### src/rtl/rs_alloc_ctrl.sv
// Reservation-station entry allocator: grants up to two free entries per cycle,
// tracks occupancy, releases entries on issue and clears everything on flush.
module rs_alloc_ctrl #(
  parameter int RS_ENT_NUM = 8,
  parameter int RS_ENT_SEL = 3
) (
  input  logic                  i_clk,
  input  logic                  i_rst,
  input  logic                  i_rs_req_1,
  input  logic                  i_rs_req_2,
  input  logic [1:0]            i_rs_req_num,
  input  logic                  i_dp_stall_ext,
  input  logic                  i_flush,
  input  logic                  i_issue_vld,
  input  logic [RS_ENT_SEL-1:0] i_issue_ent,
  output logic                  o_rs_stall,
  output logic                  o_alloc_vld_1,
  output logic [RS_ENT_SEL-1:0] o_alloc_ent_1,
  output logic                  o_alloc_vld_2,
  output logic [RS_ENT_SEL-1:0] o_alloc_ent_2,
  output logic [RS_ENT_NUM-1:0] o_busy_vec,
  output logic [RS_ENT_SEL:0]   o_free_cnt
);

  logic [RS_ENT_NUM-1:0] r_busy_vec, w_busy_nxt;
  logic [RS_ENT_SEL:0]   r_free_cnt, w_free_nxt;
  logic [RS_ENT_SEL-1:0] w_e0, w_e1;
  logic                  w_f0, w_f1;
  logic                  w_commit, w_rel;

  // Priority search over the registered bitmap: first and second free entries.
  always_comb begin
    w_e0 = '0;
    w_e1 = '0;
    w_f0 = 1'b0;
    w_f1 = 1'b0;
    for (int i = 0; i < RS_ENT_NUM; i++) begin
      if (!r_busy_vec[i]) begin
        if (!w_f0) begin
          w_e0 = RS_ENT_SEL'(i);
          w_f0 = 1'b1;
        end else if (!w_f1) begin
          w_e1 = RS_ENT_SEL'(i);
          w_f1 = 1'b1;
        end
      end
    end
  end

  assign o_rs_stall    = (RS_ENT_SEL+1)'(i_rs_req_num) > r_free_cnt;
  assign w_commit      = !o_rs_stall && !i_dp_stall_ext && !i_flush;
  assign o_alloc_vld_1 = i_rs_req_1 && w_commit;
  assign o_alloc_vld_2 = i_rs_req_2 && w_commit;
  assign o_alloc_ent_1 = i_rs_req_1 ? w_e0 : '0;
  assign o_alloc_ent_2 = (i_rs_req_1 && i_rs_req_2) ? w_e1 :
                         i_rs_req_2                 ? w_e0 : '0;

  // Released entry is still busy during selection, so it never collides with a grant.
  assign w_rel = i_issue_vld && r_busy_vec[i_issue_ent];

  always_comb begin
    w_busy_nxt = r_busy_vec;
    if (w_rel)         w_busy_nxt[i_issue_ent]   = 1'b0;
    if (o_alloc_vld_1) w_busy_nxt[o_alloc_ent_1] = 1'b1;
    if (o_alloc_vld_2) w_busy_nxt[o_alloc_ent_2] = 1'b1;
    w_free_nxt = r_free_cnt + (RS_ENT_SEL+1)'(w_rel)
               - (RS_ENT_SEL+1)'(o_alloc_vld_1) - (RS_ENT_SEL+1)'(o_alloc_vld_2);
  end

  always_ff @(posedge i_clk) begin
    if (i_rst || i_flush) begin
      r_busy_vec <= '0;
      r_free_cnt <= (RS_ENT_SEL+1)'(RS_ENT_NUM);
    end else begin
      r_busy_vec <= w_busy_nxt;
      r_free_cnt <= w_free_nxt;
    end
  end

  assign o_busy_vec = r_busy_vec;
  assign o_free_cnt = r_free_cnt;

  a_req_num: assert property (@(posedge i_clk) disable iff (i_rst)
    i_rs_req_num == ({1'b0, i_rs_req_1} + {1'b0, i_rs_req_2}));
  a_free_rng: assert property (@(posedge i_clk) disable iff (i_rst)
    r_free_cnt <= (RS_ENT_SEL+1)'(RS_ENT_NUM));

endmodule

### config.mk
export PLATFORM = sky130hd
export DESIGN_NAME = rs_alloc_ctrl
export DESIGN_NICKNAME = d
export VERILOG_FILES = /design/src/rtl/rs_alloc_ctrl.sv
export SDC_FILE = /design/constraint.sdc
export NUM_CORES = 1
export LEC_CHECK = 0
export BUFFER_PORTS_ARGS = -buffer_cell sky130_fd_sc_hd__buf_2
export CAP_MARGIN = 20
export CORE_MARGIN = 5
export CORE_UTILIZATION = 45
export CTS_BUF_LIST = sky130_fd_sc_hd__clkbuf_8 sky130_fd_sc_hd__clkbuf_16
export CTS_CLUSTER_DIAMETER = 80
export CTS_CLUSTER_SIZE = 28
export DETAILED_ROUTE_END_ITERATION = 12
export PLACE_DENSITY = 0.76
export SLEW_MARGIN = 20
export SYNTH_ARGS = -nofsm -noshare
export SYNTH_HDL_FRONTEND = slang
export SYNTH_SLANG_ARGS = --single-unit
### constraint.sdc
create_clock -name i_clk -period 5.76 [get_ports i_clk]
set_input_delay 1.728 -clock i_clk [delete_from_list [all_inputs] [get_ports i_clk]]
set_output_delay 1.728 -clock i_clk [all_outputs]
set_load 0.02 [all_outputs]
==> flow_summary.ini <==
[routing]
drt_iter0_markers = 182
vias = 1461
avgRoutedWirePerCell_um = 15.1
drcViolationCount = 0
drt_pre_antenna_iters = 7
finalWirelength_um = 3770
ant_nets = 0
vias_per_cell = 5.84

[grt]
grt_overflow = 0
antenna_found_initial = 0
grt_max_degree = 21
track_usage = 0.178
grt_pass1_vias = 1275
grt_first_pass_wirelength_um = 6170

[worst_setup_path]
rr_startpoint = o_free_cnt[1]
crit_type = input port to output port
worstSetupStartpointType = input port
cp_max_fo = 5
worstSetupEndpointType = output port
r2r_slack_ns = 2.73
reg2reg_to = o_free_cnt[3]
worstRegToRegCells = 14
required_ns = 4.03
worstPathArrival_ns = 3.01

[synth]
synthMuxAreaShare = 0.0455
synth_area_leaders = dfxtp_1 17%, ha_1 9.6%, inv_1 4.7%, nand2_1 3.9%, nor2_1 3.9%
synth-simple-area-share = 0.235
synth_fa_ha_area_frac = 0.124
synth_top_area_frac = 0.168
ys_ff_latch = 12
synth_cell_type_count = 56
synth_xor_area_frac = 0.0184
yosysWarnings = 0
synth_area_sq_um = 1430
synth_nets = 206
synth_area_leader_cell = dfxtp_1
seq_area_frac_synth = 0.168
synth_cells = 181
synth_compound_area_frac = 0.313
syn_area_per_cell_sq_um = 7.89
synth_top_family_by_area = compound AO/OA/AOI/OAI gates

[timing]
finalMaxSlewViolations = 0
final-setup-viol-count = 0
finalCritPeriodShare = 0.822
slew_headroom = 0.567
fin_tns_setup_ns = 0
period_needed_ns = 4.74
rsz0062_at_grt = false
worst_pin_slew_ns = 0.642
finClkSkew_ns = 0.00497
hold_ws_ns = 0.614
setup_ws_ns = 1.02
fmax_mhz = 211
timing_hold_violations_final = 0

[cells_and_area]
final_common_cell = buf_2
final_cell_mix = 32 x buf_2, 18 x inv_1, 15 x nand2_1, 15 x nor2_1, 12 x dfxtp_1
fillers = 313
fin_nets = 232
num_antenna_cells = 0
synthToLayoutAreaGrowth_pct = 14.3
regArea_sq_um = 240
drive_gt1_frac = 0.243
postLayoutCellArea_sq_um = 1630
multi_input_area_sq_um = 1050

[power]
p_comb_frac = 0.215
total_power_w = 0.000227
sequentialPowerShare = 0.383
ir_drop_mv = 0.164
switchingPower_w = 0.0000627
power_switching_share = 0.276
internal-power_w = 0.000164
leakagePower_nw = 0.686
pwr_density_cell_nw_per_um2 = 139
pwr-share-clk = 0.402

[placed_design]
dp_slack_ns = 1.04
io_buffers = 32
placed_cell_area_sq_um = 1580
gp_congestion = 0.865
detailed_place_hpwl_um = 2810

[floorplan]
coreArea_sq_um = 3050
fp.dieW_um = 66.4
start_util = 0.468
num_rows = 20
die_h_um = 66.4
dieArea_sq_um = 4400
pin_count = 33

[cts]
root_buffer = clkbuf_8
ctsHtreeMaxLevel = 1
clkSinkCount = 12
tritoncts = done
clockBufferDepth = 2
cts_buffers = 3
post_cts_buffers = 0
ctsHoldBuffers = 0
clock_latency_ns = 0.24
cts_resized = 0
clkSlewWorstSetupHoldPaths_ns = 0.05

[flow_run]
drv_cap = 0

[min_path]
holdPathEnd = o_free_cnt[3]
hold_depth = 4
min-delay-start = o_free_cnt[3]
min_path_type = register to register

[outcome]
status = complete, no violations
[stage by stage]
| stage | util | cells |
|---|---|---|
| after floorplan | - | 181 |
| after global placement | 0.517 | 246 |
| after detailed placement | 0.517 | 246 |
| after CTS | 0.535 | 250 |
| after global routing | 0.535 | 250 |
| final | 0.535 | 250 |
[final cells by class]
class / instances / area share
Multi-Input combinational cell: 139 / 0.644
Sequential cell: 12 / 0.147
Timing Repair Buffer: 32 / 0.0981
Inverter: 19 / 0.0437
Clock buffer: 4 / 0.0337
Tap cell: 44 / 0.0337
[flip-flops by register name, indices dropped and copies added, names as in the netlist]
name	count
o_busy_vec	8
o_free_cnt	4
[logic make-up after synthesis]
group / after synthesis
AOI/OAI and AO/OA: 56
xor gates and xnor gates: 3
adders and majority gates: 13
buffers and inverters: 30
DFF: 12
muxes: 4
and+or+nand+nor: 63
[Yosys cell counts (all sizes together)]
master / count
nand4b: 1
mux2i: 2
inv: 19
o2111ai: 1
a211o: 4
nand3: 6
and3b: 1
nor2: 15
nand2b: 3
o31ai: 4
ha: 11
xnor2: 3
nand2: 15
o21ai: 8
o41a: 1
nor3: 3
or2: 1
a211oi: 2
nor3b: 1
a221oi: 1
o21a: 1
o211ai: 4
a31oi: 5
nor4b: 1
o41ai: 2
fa: 2
o22ai: 1
o22a: 1
o32ai: 4
a32oi: 3
mux4: 2
buf: 8
and2b: 1
a21oi: 8
clkbuf: 3
nand3b: 1
a31o: 1
dfxtp: 12
a21o: 1
a21bo: 1
a32o: 3
and2: 4
or3: 2
nor2b: 6
and3: 2
[critical path, stage by stage]
cell      delay (ns)
buf_2           0.10
ha_1            0.29
nor2b_1         0.13
o211ai_1        0.24
nand3_1         0.27
inv_1           0.10
buf_2           0.16
[power by group through the flow]
| stage | clock [W] | combinational, W | sequential (W) |
|---|---|---|---|
| final | 0.0000912 | 0.0000488 | 0.0000871 |
| after global routing | 0.0000966 | 0.0000540 | 0.0000874 |
| after detailed placement | 0 | 0.0000484 | 0.0000888 |
| after global placement | 0 | 0.0000476 | 0.0000888 |
| after CTS | 0.0000923 | 0.0000488 | 0.0000870 |
| after floorplan | 0 | 0.0000317 | 0.0000908 |
[per-layer routing]
layer,vias to the layer above,share of wire,track usage
met5,-,0,0
met4,0,0.0082,0.0381
li1,708,-,-
met2,64,0.48,0.300
met3,10,0.071,0.0255
met1,679,0.44,0.239
[how the worst max path moves through the flow]
stage,from,end,slack [ns],cells after the start
CTS,i_rs_req_num[1],o_alloc_vld_1,1.03,7
global placement,i_rs_req_num[1],o_alloc_vld_1,1.07,7
global route,i_rs_req_num[1],o_alloc_vld_1,0.90,7
floorplan,i_rs_req_1,o_alloc_ent_2[2],1.26,4
detailed placement,i_rs_req_num[1],o_alloc_vld_1,1.04,7
finish,i_rs_req_num[1],o_alloc_vld_1,1.02,7
Note: power is estimated with default switching activity, not from simulation.
